File: config.mk
export PLATFORM = sky130hd
export DESIGN_NAME = ring_decoder
export DESIGN_NICKNAME = d
export VERILOG_FILES = /design/src/rtl/ring_decoder.sv
export SDC_FILE = /design/constraint.sdc
export NUM_CORES = 1
export LEC_CHECK = 0
export BUFFER_PORTS_ARGS = -buffer_cell sky130_fd_sc_hd__buf_4
export CORE_MARGIN = 8
export CORE_UTILIZATION = 35
export CTS_CLUSTER_DIAMETER = 150
export DETAILED_ROUTE_END_ITERATION = 16
export GPL_ROUTABILITY_DRIVEN = 0
export PLACE_DENSITY = 0.57
export SYNTH_ARGS = -nofsm -noshare
export SYNTH_HDL_FRONTEND = slang
export SYNTH_SLANG_ARGS = --single-unit
export TNS_END_PERCENT = 100
File: constraint.sdc
create_clock -name clk -period 2.8 [get_ports clk]
set_clock_uncertainty 0.1 [all_clocks]
set_input_delay 0.28 -clock clk [delete_from_list [all_inputs] [get_ports clk]]
set_output_delay 0.28 -clock clk [all_outputs]
set_load 0.05 [all_outputs]
File: src/rtl/ring_decoder.sv
// Receive-side decoder for a one-hot ring counter: converts each valid sample to a
// binary index, checks rotate-left succession, counts laps and tracks lock.
module ring_decoder #(
   parameter int WIDTH     = 3,
   parameter int LAP_W     = 8,
   parameter int ERR_LIMIT = 2,
   localparam int IW       = (WIDTH > 1) ? $clog2(WIDTH) : 1
) (
   input  logic             clk,
   input  logic             reset_n,
   input  logic             in_valid,
   input  logic [WIDTH-1:0] ring_in,
   output logic [IW-1:0]    idx_out,
   output logic             idx_valid,
   output logic             locked,
   output logic             seq_err,
   output logic             onehot_err,
   output logic [LAP_W-1:0] lap_count
);

   localparam int MW = $clog2(ERR_LIMIT + 1);

   typedef enum logic {HUNT, TRACK} state_t;

   state_t             state_q, state_d;
   logic [WIDTH-1:0]   prev_q, prev_d;
   logic [MW-1:0]      miss_q, miss_d;
   logic [IW-1:0]      idx_q, idx_d;
   logic [LAP_W-1:0]   lap_q, lap_d;
   logic               locked_q;
   logic               iv_q, iv_d;
   logic               seq_q, seq_d;
   logic               oh_q, oh_d;

   logic               is_onehot;
   logic               fault;
   logic [IW-1:0]      pos;
   logic [WIDTH-1:0]   expected;
   logic [MW-1:0]      miss_inc;

   // Sample classification: one-hot test, bit position and expected successor.
   always_comb begin
      is_onehot = (ring_in != '0) && ((ring_in & (ring_in - WIDTH'(1))) == '0);
      pos       = '0;
      for (int i = 0; i < WIDTH; i++) begin
         if (ring_in[i]) pos = IW'(i);
      end
      expected  = {prev_q[WIDTH-2:0], prev_q[WIDTH-1]};
      miss_inc  = miss_q + MW'(1);
   end

   // Next-state and next-output logic; a fault that reaches the limit drops to HUNT.
   always_comb begin
      state_d = state_q;
      prev_d  = prev_q;
      miss_d  = miss_q;
      idx_d   = idx_q;
      lap_d   = lap_q;
      iv_d    = 1'b0;
      seq_d   = 1'b0;
      oh_d    = 1'b0;
      fault   = 1'b0;
      if (in_valid) begin
         case (state_q)
            HUNT: begin
               if (is_onehot) begin
                  idx_d   = pos;
                  iv_d    = 1'b1;
                  prev_d  = ring_in;
                  miss_d  = '0;
                  state_d = TRACK;
               end else begin
                  oh_d = 1'b1;
               end
            end
            TRACK: begin
               if (is_onehot) begin
                  iv_d   = 1'b1;
                  idx_d  = pos;
                  prev_d = ring_in;
                  if (ring_in == expected) begin
                     miss_d = '0;
                     if (prev_q[WIDTH-1]) lap_d = lap_q + LAP_W'(1);
                  end else begin
                     seq_d = 1'b1;
                     fault = 1'b1;
                  end
               end else begin
                  oh_d  = 1'b1;
                  fault = 1'b1;
               end
               if (fault) begin
                  if (miss_inc >= MW'(ERR_LIMIT)) begin
                     state_d = HUNT;
                     miss_d  = '0;
                  end else begin
                     miss_d = miss_inc;
                  end
               end
            end
            default: state_d = HUNT;
         endcase
      end
   end

   // State and output registers; reset aborts tracking without any pulse.
   always_ff @(posedge clk or negedge reset_n) begin
      if (!reset_n) begin
         state_q  <= HUNT;
         prev_q   <= '0;
         miss_q   <= '0;
         idx_q    <= '0;
         lap_q    <= '0;
         locked_q <= 1'b0;
         iv_q     <= 1'b0;
         seq_q    <= 1'b0;
         oh_q     <= 1'b0;
      end else begin
         state_q  <= state_d;
         prev_q   <= prev_d;
         miss_q   <= miss_d;
         idx_q    <= idx_d;
         lap_q    <= lap_d;
         locked_q <= (state_d == TRACK);
         iv_q     <= iv_d;
         seq_q    <= seq_d;
         oh_q     <= oh_d;
      end
   end

   assign idx_out    = idx_q;
   assign idx_valid  = iv_q;
   assign locked     = locked_q;
   assign seq_err    = seq_q;
   assign onehot_err = oh_q;
   assign lap_count  = lap_q;

endmodule

==> impl_results.md, run 1 <==
- Outcome: finished, final reports clean
- Nets@finish: 104
- Critical Path Sink Type: register
- Largest net degree at the start of global routing: 19
- Drt pass-1 iters: 5
- Min Tclk post-route: 1.66 ns
- Area grow syn2layout: 24.5%
- Wire per inst: 12.8 um
- Crit path DAT: 1.74 ns
- Post-Synthesis Cell Area: 827 um^2
- Yosys reg bits: 18
- Core region area: 2230 um^2
- Chip Height: 64.6 um
- Max-cap violations: 0
- Maximum fanout along the worst path: 7
- # rows: 17
- Synth Area in Compound Gates: 0.0666
- Highest achievable clock rate: 0.602 GHz
- Clk_lat worst skew: 0.28 ns
- Synth Area in Simple Gates: 0.135
- Syn nets: 80
- Worst vdd ir: 0.480 mV
- Antenna violations before repair: 0
- Final WL: 1560 um
- Slowest stage delay, CP: 0.40 ns
- Number of antenna diodes: 0
- Synth Instances: 72
- Initial cell density of the core: 0.370
- Clock sink count: 18
- Hold_ws: 0.162 ns
- Worst Hold Class: input port to register
- Tcrit/Tclk final: 0.593
- Share of cells above drive strength 1: 0.298
- Routed Antenna Nets: 0
- Crit-path cells: xnor2_1 > nand4_1 > nor2_1 > mux2_2
- Setup TNS: 0 ns
- DRC violation count after routing: 0
- Pwr dens: 707 nW/um^2
- Post-synth EDFFs: 0
- Setup CP Type: register to register
- Post-CTS setup buffers: 0
- Req. time, crit path: 2.88 ns
- Vias in the first global route: 626
- CTS Hold Bufs: 1
- Synthesized-area fraction occupied by adder cells: 0.0303
- Async S/R FF share, synth: 1.00
- Tot GR Track Use: 0.0831
- Static leakage: 0.526 nW
- Yosys warns: 0
- Synth Flop Type: dfrtp_1
- Iter 0 DRT Violations: 6
- Post-CTS Resized: 0
- Most frequent cells in the layout: buf_4, dfrtp_1, xor2_1, nand2_1, mux2_2
- Xor and xnor area share after synthesis: 0.116
- Largest family of logic cells by synthesized area: simple AND/OR/NAND/NOR gates
- First-pass GRT wire length: 2760 um
- Cell variety after synth: 21
- Hold Vio Cnt, Final: 0
- Die area: 4170 um^2
- Clock-pin transition on the worst setup and hold timing paths: 0.09 ns
- Max-slew violation total from the final report: 0
- Worst slew margin: 0.757
- Clock root cell: clkbuf_4
- Depth of the CTS H-tree: 1
- CTS max path bufs: 2
- HPWL Detailed: 1220 um
- Io pins: 20
- Multiplexer share of the synthesized area: 0.0802
- Drt via density: 4.95
- CTS tree: yes
- Total CTS buffers: 3
- Critical-path top delay cell: dfrtp_1
- Total grt overflow: 0
- RSZ-0062 raised after global routing: false
- DR vias: 604
- # setup viols final: 0
- Count of input and output buffers: 19
- CP Launch Type: register
- Most common cell after layout, fill and taps aside: buf_4
- Register area share after synthesis: 0.545
- Worst-Margin Slew: 0.361 ns
- Die width: 64.6 um
- Avg Cell Area, Syn: 11.5 um^2
-- worst max-delay path: cells and delay by family, from the launching register on --
family	cells	cell delay [ns]
xor+xnor	1	0.16
flops	1	0.40
mux	1	0.35
simple gates	2	0.54
-- layout make-up --
type	instances	area, um^2
clock buffers	3	22.5
fillers	228	1200
inverters	4	15.0
multi-input cells	49	354
flip-flops and latches	18	450
well taps	28	35.0
repair buffers	20	153
-- sequential cells by signal, indices dropped and copies added (netlist names) --
register    count
locked          1
lap_count       8
onehot_err      1
seq_err         1
idx_valid       1
miss_q          2
prev_q          3
idx_out         1
-- metrics by stage --
| step | utilization | power, mW | instance area, um^2 | worst slack, ns | cells |
|---|---|---|---|---|---|
| floorplan | - | 0.529 | 827 | 1.00 | 72 |
| global placement | 0.446 | 0.610 | 997 | 1.00 | 118 |
| detailed placement | 0.446 | 0.613 | 997 | 0.953 | 118 |
| CTS | 0.461 | 0.740 | 1030 | 1.14 | 122 |
| global route | 0.461 | 0.779 | 1030 | 0.966 | 122 |
| finish | 0.461 | 0.728 | 1030 | 1.14 | 122 |
-- power breakdown --
group	internal (mW)	leakage [nW]	switching, mW
clock network	0.0500	0.0138	0.0729
logic	0.0930	0.277	0.166
registers	0.300	0.235	0.0456
-- worst paths after layout --
| kind | from | endpoint | slack, ns | cells after the start |
|---|---|---|---|---|
| setup / recovery | prev_q[1]$_DFFE_PN0P_ | lap_count[1]$_DFFE_PN0P_ | 1.14 | 4 |
| hold / removal | ring_in[2] | prev_q[2]$_DFFE_PN0P_ | 0.16 | 2 |
| setup reg to reg | prev_q[1]$_DFFE_PN0P_ | lap_count[1]$_DFFE_PN0P_ | 1.14 | 4 |
| hold reg to reg | lap_count[7]$_DFFE_PN0P_ | lap_count[7]$_DFFE_PN0P_ | 0.37 | 1 |
| max in group asynchronous | reset_n | lap_count[0]$_DFFE_PN0P_ | 2.13 | 2 |
| min in group asynchronous | reset_n | miss_q[1]$_DFFE_PN0P_ | 0.28 | 2 |
-- synthesized netlist by cell type, drive strengths merged (2+ instances only) --
library cell   n  area share
and2           2       0.015
dfrtp         18        0.54
ha             2       0.030
inv            4       0.018
mux2           5       0.068
nand2          5       0.023
nand3          4       0.024
nand4          2       0.015
nor2           2      0.0091
nor3           3       0.018
nor4           3       0.023
o21ai          4       0.024
xnor2          3       0.032
xor2           8       0.085
-- routing by layer --
layer / up-vias / routed length, um / part of all wire / global-route usage
met3: 5 / 80 / 0.051 / 0.0241
met4: 0 / 41 / 0.026 / 0.0490
li1: 296 / - / - / -
met2: 21 / 696 / 0.45 / 0.132
met1: 282 / 738 / 0.47 / 0.0977
met5: - / 0 / 0 / 0
-- cells by family after synthesis --
family,after synthesis
adders and majority gates,2
and+or+nand+nor,22
DFF,18
xor gates and xnor gates,11
AOI/OAI and AO/OA,8
muxes,6
buffers and inverters,5
No activity file was read; power rests on OpenSTA's default activity.
==> inputs of run 2 (changes only) <==
--- a/config.mk
+++ b/config.mk
@@ -5,13 +5,14 @@
 export SDC_FILE = /design/constraint.sdc
 export NUM_CORES = 1
 export LEC_CHECK = 0
+export ABC_AREA = 1
 export BUFFER_PORTS_ARGS = -buffer_cell sky130_fd_sc_hd__buf_4
 export CORE_MARGIN = 8
 export CORE_UTILIZATION = 35
 export CTS_CLUSTER_DIAMETER = 150
 export DETAILED_ROUTE_END_ITERATION = 16
 export GPL_ROUTABILITY_DRIVEN = 0
-export PLACE_DENSITY = 0.57
+export PLACE_DENSITY = 0.56
 export SYNTH_ARGS = -nofsm -noshare
 export SYNTH_HDL_FRONTEND = slang
 export SYNTH_SLANG_ARGS = --single-unit
==> constraint.sdc (replaced) <==
create_clock -name clk -period 1.7 [get_ports clk]
set_clock_uncertainty 0.1 [all_clocks]
set_input_delay 0.17 -clock clk [delete_from_list [all_inputs] [get_ports clk]]
set_output_delay 0.17 -clock clk [all_outputs]
set_load 0.05 [all_outputs]
==> run 2 against run 1 <==
Cell count increased by 52%. Clock power increased by 67%. First-iteration DRC count increased to 6.0 times the previous value. Critical path depth increased by 3. Die area increased by 21%. Utilization decreased by 3.6 points. Fmax increased by 13%. Sequential cell count unchanged. Hold slack got worse by 0.13 ns. Count of clock-buffer cells in the layout unchanged. Wire length increased by 36%. Critical endpoint is now lap_count[3]$_DFFE_PN0P_.
==> impl_results.md, run 2 <==
- Clock sink count: 18 (unchanged)
- Antenna violations before repair: 0 (unchanged)
- Routed Antenna Nets: 0 (unchanged)
- Post-synth top cells: nand2_1, inv_1, dfrtp_1 (was dfrtp_1, xor2_1, mux2_2, nand2_1)
- Async S/R FF share, synth: 1.00 (unchanged)
- Share of cells above drive strength 1: 0.250 (was 0.298)
- Setup CP Type: register to register (unchanged)
- Outcome: finished, final reports clean (unchanged)
- Switching part of the total power: 0.507 (was 0.391)
- Min Tclk post-route: 1.47 ns (was 1.66 ns)
- Crit path DAT: 1.59 ns (was 1.74 ns)
- Register area share after synthesis: 0.426 (was 0.545)
- Post-Synthesis Cell Area: 1060 um^2 (was 827 um^2)
- Critical Path Sink Type: register (unchanged)
- Total grt overflow: 0 (unchanged)
- Yosys warns: 0 (unchanged)
- Worst-Margin Slew: 0.262 ns (was 0.361 ns)
- Highest achievable clock rate: 0.681 GHz (was 0.602 GHz)
- Comb power frac: 0.571 (was 0.356)
- Synth Area in Compound Gates: 0.0827 (was 0.0666)
- Max-slew violation total from the final report: 0 (unchanged)
- Core region area: 2950 um^2 (was 2230 um^2)
- Post-CTS setup buffers: 0 (unchanged)
- Die area: 5040 um^2 (was 4170 um^2)
- Top-area cell type share of the netlist area: 0.426 (was 0.545)
- Depth of the CTS H-tree: 1 (unchanged)
- Area of the multi-input gates: 503 um^2 (was 354 um^2)
- Clock root cell: clkbuf_4 (unchanged)
- Most common cell after layout, fill and taps aside: nand2_1 (was buf_4)
- Total CTS buffers: 3 (unchanged)
- Top-count cell post-synth: nand2_1 (was dfrtp_1)
- Hold Vio Cnt, Final: 0 (unchanged)
- Initial cell density of the core: 0.358 (was 0.370)
- Die width: 71.0 um (was 64.6 um)
- Max-cap violations: 0 (unchanged)
- Drt pass-1 iters: 3 (was 5)
- Worst vdd ir: 0.600 mV (was 0.480 mV)
- Avg Cell Area, Syn: 8.08 um^2 (was 11.5 um^2)
- Crit-path cells: inv_1 > nand2_1 > nand2_1 > nand3_2 > inv_2 > nand3_1 > nand2_1 (was xnor2_1 > nand4_1 > nor2_1 > mux2_2)
- Area leader, netlist: dfrtp_1 (unchanged)
- HPWL Detailed: 1680 um (was 1220 um)
- DP Cell Count: 181 (was 118)
- Vias in the first global route: 871 (was 626)
- Synth Instances: 131 (was 72)
- Req. time, crit path: 1.83 ns (was 2.88 ns)
- Syn nets: 139 (was 80)
- Switch Pwr: 1.05 mW (was 0.285 mW)
- Synthesized-area fraction occupied by adder cells: 0.0236 (was 0.0303)
- CTS tree: yes (unchanged)
- Utilization after layout: 0.425 (was 0.461)
- CP Launch Type: register (unchanged)
- Internal: 1.02 mW (was 0.443 mW)
- Yosys reg bits: 18 (unchanged)
- # setup viols final: 0 (unchanged)
- First-pass GRT wire length: 3820 um (was 2760 um)
- Clock-pin transition on the worst setup and hold timing paths: 0.09 ns (about the same)
- Synth Flop Type: dfrtp_1 (unchanged)
- Seq pwr share: 0.330 (was 0.475)
- Most used cell, CP: nand2_1
- Multiplexer share of the synthesized area: 0 (was 0.0802)
- Largest net degree at the start of global routing: 19 (unchanged)
- Tot GR Track Use: 0.0919 (was 0.0831)
- Io pins: 20 (unchanged)
- Post-CTS Resized: 0 (unchanged)
- Slowest stage delay, CP: 0.47 ns (was 0.40 ns)
- RSZ-0062 raised after global routing: false (unchanged)
- Final Instance Count excl. Fillers: 185 (was 122)
- Pwr dens: 1650 nW/um^2 (was 707 nW/um^2)
- CTS max path bufs: 2 (unchanged)
- Final WL: 2120 um (was 1560 um)
- Worst slew margin: 0.825 (was 0.757)
- Most area-consuming cells after synthesis: dfrtp_1, nand2_1, inv_1 (was dfrtp_1, xor2_1, mux2_2)
- Critical-path top delay cell: dfrtp_1 (unchanged)
- Register area: 450 um^2 (unchanged)
- Static leakage: 0.659 nW (was 0.526 nW)
- Number of antenna diodes: 0 (unchanged)
- # rows: 20 (was 17)
- DR vias: 861 (was 604)
- CTS Hold Bufs: 1 (unchanged)
- DRC violation count after routing: 0 (unchanged)
- Most frequent cells in the layout: nand2_1, inv_1, buf_4, dfrtp_1, nand3_1 (was buf_4, dfrtp_1, xor2_1, nand2_1, mux2_2)
- Xor and xnor area share after synthesis: 0.0331 (was 0.116)
- Nets@finish: 162 (was 104)
- Cell variety after synth: 21 (unchanged)
- Maximum fanout along the worst path: 11 (was 7)
- Clock power frac: 0.099 (was 0.169)
- Worst Hold Class: input port to register (unchanged)
- Layout filler cell count: 319 (was 228)
- Area grow syn2layout: 18.7% (was 24.5%)
- Post-synth EDFFs: 0 (unchanged)
- Drt via density: 4.65 (was 4.95)
- Wire per inst: 11.5 um (was 12.8 um)
- Chip Height: 71.0 um (was 64.6 um)
- Tcrit/Tclk final: 0.864 (was 0.593)
- Count of input and output buffers: 19 (unchanged)
- Clk_lat worst skew: 0.29 ns (was 0.28 ns)
- Synth Area in Simple Gates: 0.336 (was 0.135)
- Iter 0 DRT Violations: 36 (was 6)
- Max FFs per register: 8 (unchanged)
- Largest family of logic cells by synthesized area: simple AND/OR/NAND/NOR gates (unchanged)
- Setup TNS: 0 ns (unchanged)
[run 2: cell count changes after synthesis, sizes merged, moves of 5 or more]
| cell | previous run | this run |
|---|---|---|
| nand2 | 5 | 41 |
| inv | 4 | 23 |
| xor2 | 8 | 3 |
| mux2 | 5 | 0 |
| nand3 | 4 | 15 |
| nor2 | 2 | 9 |
| o21bai | 0 | 9 |
[run 2: cell families (layout without fill, tap and decap cells)]
group | after synthesis | count (layout)
simple gates | 69 | 69
buf+inv | 25 | 46
flops | 18 | 18
compound gates | 13 | 13
xor+xnor | 4 | 4
fa+ha+maj | 2 | 2
[run 2: worst max-delay path, delay by kind of cell, from the launching register on]
family / cells / cell delay [ns]
simple gates: 5 / 0.52
flops: 1 / 0.47
buf+inv: 2 / 0.32
[run 2: cell type report]
class / count / share of cell area
well taps: 33 / 0.0329
multi-input cells: 88 / 0.400
clock buffers: 3 / 0.0179
repair buffers: 20 / 0.122
inverters: 23 / 0.0687
flip-flops and latches: 18 / 0.359
[run 2: final timing paths]
| kind | depth (start not counted) | endpoint | from | slack [ns] |
|---|---|---|---|---|
| max | 7 | lap_count[3]$_DFFE_PN0P_ | prev_q[2]$_DFFE_PN0P_ | 0.23 |
| min | 3 | prev_q[2]$_DFFE_PN0P_ | ring_in[2] | 0.03 |
| max reg2reg | 7 | lap_count[3]$_DFFE_PN0P_ | prev_q[2]$_DFFE_PN0P_ | 0.23 |
| min reg2reg | 2 | idx_out[0]$_DFFE_PN0P_ | idx_out[0]$_DFFE_PN0P_ | 0.39 |
| max in group asynchronous | 2 | lap_count[3]$_DFFE_PN0P_ | reset_n | 1.13 |
| min in group asynchronous | 2 | seq_err$_DFF_PN0_ | reset_n | 0.17 |
[run 2: per-layer routing]
layer	share of wire	wire (um)	global-route usage	vias to the layer above
li1	-	-	-	455
met1	0.48	1010	0.111	396
met2	0.48	1020	0.149	8
met3	0.026	56	0.0141	2
met4	0.014	30	0.0554	0
met5	0	0	0	-
[run 2: power by group through the flow]
stage	Sequential (mW)	Clock, mW	Combinational, mW
finish	0.683	0.206	1.18
global route	0.705	0.238	1.30
CTS	0.686	0.214	1.20
detailed placement	0.695	0	1.20
global placement	0.692	0	1.19
floorplan	1.04	0	0.538
[run 2: through the flow]
step | hold slack, ns | setup slack, ns | area [um^2] | power [mW]
finish | 0.0284 | 0.232 | 1260 | 2.07
global route | 0.0138 | 0.0739 | 1260 | 2.24
CTS | 0.0124 | 0.206 | 1260 | 2.10
detailed placement | -0.0430 | 0.231 | 1220 | 1.89
global placement | -0.0478 | 0.287 | 1220 | 1.89
floorplan | -0.226 | 0.0841 | 1060 | 1.58
==> inputs of run 3 (changes only) <==
--- a/config.mk
+++ b/config.mk
@@ -7,7 +7,7 @@
 export LEC_CHECK = 0
 export ABC_AREA = 1
 export BUFFER_PORTS_ARGS = -buffer_cell sky130_fd_sc_hd__buf_4
-export CORE_MARGIN = 8
+export CORE_MARGIN = 1
 export CORE_UTILIZATION = 35
 export CTS_CLUSTER_DIAMETER = 150
 export DETAILED_ROUTE_END_ITERATION = 16
==> run 3 against run 2 <==
The flow now finishes with violations (DRC). Total power increased by 0.65%. Utilization increased by 2.1 points. Count of clock-buffer cells in the layout unchanged. Combinational power about the same. Cell count decreased by 1.1%. Hold slack improved by 0.0094 ns. Sequential share of layout area increased by 0.072 points. Global-route usage increased by 4.6 points. Clock power about the same. Largest cell class unchanged. Highest routed layer unchanged.
==> impl_results.md, run 3 (synthesis gave the netlist of run 2 again) <==
- Max-slew violation total from the final report: 0 (unchanged)
- Min Tclk post-route: 1.43 ns (was 1.47 ns)
- Hold Vio Cnt, Final: 0 (unchanged)
- # rows: 19 (was 20)
- Chip Height: 57.0 um (was 71.0 um)
- Highest achievable clock rate: 0.701 GHz (was 0.681 GHz)
- DP Worst Slack: 0.271 ns (was 0.231 ns)
- Routed Antenna Nets: 0 (unchanged)
- DRC violation count after routing: 4 (was 0)
- Final WL: 2060 um (was 2120 um)
- Count of input and output buffers: 19 (unchanged)
- Tot Pwr: 2.09 mW (was 2.07 mW)
- Area grow syn2layout: 18.4% (was 18.7%)
- Clk_lat worst skew: 0.28 ns (was 0.29 ns)
- Number of stages on the worst setup path: 7 (unchanged)
- Drt via density: 4.78 (was 4.65)
- Max-cap violations: 0 (unchanged)
- Design area: 1250 um^2 (was 1260 um^2)
- Iter 0 DRT Violations: 35 (was 36)
- Worst vdd ir: 0.482 mV (was 0.600 mV)
- Final setup margin: 0.274 ns (was 0.232 ns)
- Hold-critical path depth: 3 (unchanged)
- Setup TNS: 0 ns (unchanged)
- Vias in the first global route: 785 (was 871)
- Hold_ws: 0.0379 ns (was 0.0284 ns)
- Total CTS buffers: 3 (unchanged)
- Most frequent cells in the layout: nand2_1, inv_1, buf_4, dfrtp_1, nand3_1 (unchanged)
- Cell family with most CP delay: simple AND/OR/NAND/NOR gates (unchanged)
- Nets@finish: 162 (unchanged)
- Slowest stage delay, CP: 0.46 ns (was 0.47 ns)
- Wire per inst: 11.3 um (was 11.5 um)
- Clock-pin transition on the worst setup and hold timing paths: 0.10 ns (was 0.09 ns)
- Antenna violations before repair: 0 (unchanged)
- Die area: 3250 um^2 (was 5040 um^2)
- RSZ-0062 raised after global routing: false (unchanged)
- Die width: 57.0 um (was 71.0 um)
- Most used cell, CP: nand2_1 (unchanged)
- Drt pass-1 iters: 10 (was 3)
- Maximum fanout along the worst path: 11 (unchanged)
- Worst slew margin: 0.836 (was 0.825)
- Layout filler cell count: 299 (was 319)
- HPWL Detailed: 1570 um (was 1680 um)
- Largest net degree at the start of global routing: 19 (unchanged)
- Req. time, crit path: 1.83 ns (about the same)
- Failing checks: DRC
- Outcome: finished with violations (was finished, final reports clean)
- Critical Path Sink Type: register (unchanged)
- Crit path launch: prev_q[2]$_DFFE_PN0P_ (unchanged)
- Core region area: 2810 um^2 (was 2950 um^2)
- Number of antenna diodes: 0 (unchanged)
- CTS tree: yes (unchanged)
- Static leakage: 0.659 nW (unchanged)
- Io pins: 20 (unchanged)
- Pwr dens: 1660 nW/um^2 (was 1650 nW/um^2)
- Clock root cell: clkbuf_4 (unchanged)
- Initial cell density of the core: 0.377 (was 0.358)
- Worst-Margin Slew: 0.246 ns (was 0.262 ns)
- Worst reg-to-reg path cell count: 7 (unchanged)
- Crit path DAT: 1.56 ns (was 1.59 ns)
- Critical R2R Launch: prev_q[2]$_DFFE_PN0P_ (unchanged)
- Worst hold start: ring_in[2] (unchanged)
- WP buf/inv: 2 (unchanged)
- Post-CTS Resized: 0 (unchanged)
- Clock sink count: 18 (unchanged)
- Most common cell after layout, fill and taps aside: nand2_1 (unchanged)
- Max FFs per register: 8 (unchanged)
- DR vias: 874 (was 861)
- Setup CP Type: register to register (unchanged)
- Total grt overflow: 0 (unchanged)
- # setup viols final: 0 (unchanged)
- Depth of the CTS H-tree: 1 (unchanged)
- Tot GR Track Use: 0.138 (was 0.0919)
- CTS max path bufs: 2 (unchanged)
- Placed instance area: 1220 um^2 (about the same)
- Worst Hold Class: input port to register (unchanged)
- Critical-path top delay cell: dfrtp_1 (unchanged)
- Share of cells above drive strength 1: 0.250 (unchanged)
- First-pass GRT wire length: 3460 um (was 3820 um)
- Crit-path cells: inv_1 > nand2_1 > nand2_1 > nand3_2 > inv_2 > nand3_1 > nand2_1 (unchanged)
- CP Launch Type: register (unchanged)
- Tcrit/Tclk final: 0.839 (was 0.864)
-- run 3: cell counts in the layout (fill, tap and decap cells not counted) --
No cell type changed its count.
-- run 3: metal layers --
metal | global-route usage | vias to the layer above | wire length (um)
met3 | 0.0227 | 2 | 63
met4 | 0.0627 | 0 | 19
met2 | 0.210 | 10 | 935
li1 | - | 451 | -
met1 | 0.194 | 411 | 1040
met5 | 0 | - | 0
-- run 3: path summary, 6_finish.rpt --
path | slack, ns | to
min in group asynchronous | 0.18 | locked$_DFFE_PN0P_
hold / removal | 0.04 | prev_q[2]$_DFFE_PN0P_
max in group asynchronous | 1.12 | prev_q[0]$_DFFE_PN0P_
setup reg to reg | 0.27 | lap_count[4]$_DFFE_PN0P_
hold reg to reg | 0.39 | idx_out[0]$_DFFE_PN0P_
setup / recovery | 0.27 | lap_count[4]$_DFFE_PN0P_
-- run 3: worst min-delay path: stages --
cell	delay [ns]
buf_4	0.09
nand2_1	0.05
o21ai_0	0.08
-- run 3: metrics by stage --
step,utilization,instances
2_1_floorplan,-,131
3_3_place_gp,0.435,179
3_5_place_dp,0.435,179
4_1_cts,0.447,183
5_1_grt,0.447,183
6_report,0.447,183
-- run 3: layout make-up --
class                      count  area, um^2  area share
multi-input combinational     88         503       0.401
timing repair buffer          20         153       0.122
clock buffer                   3        22.5      0.0180
inverter                      23        86.3      0.0689
sequential                    18         450       0.359
tap                           31        38.8      0.0309
-- run 3: what timing repair did --
action,CTS,global route
setup buffers,0,0
hold endpoints to repair,18,0
hold buffers,1,0
-- run 3: report_power, final --
| group | switching, mW | total, mW | internal (mW) |
|---|---|---|---|
| combinational | 0.806 | 1.19 | 0.386 |
| clock | 0.127 | 0.209 | 0.0822 |
| sequential | 0.132 | 0.686 | 0.554 |
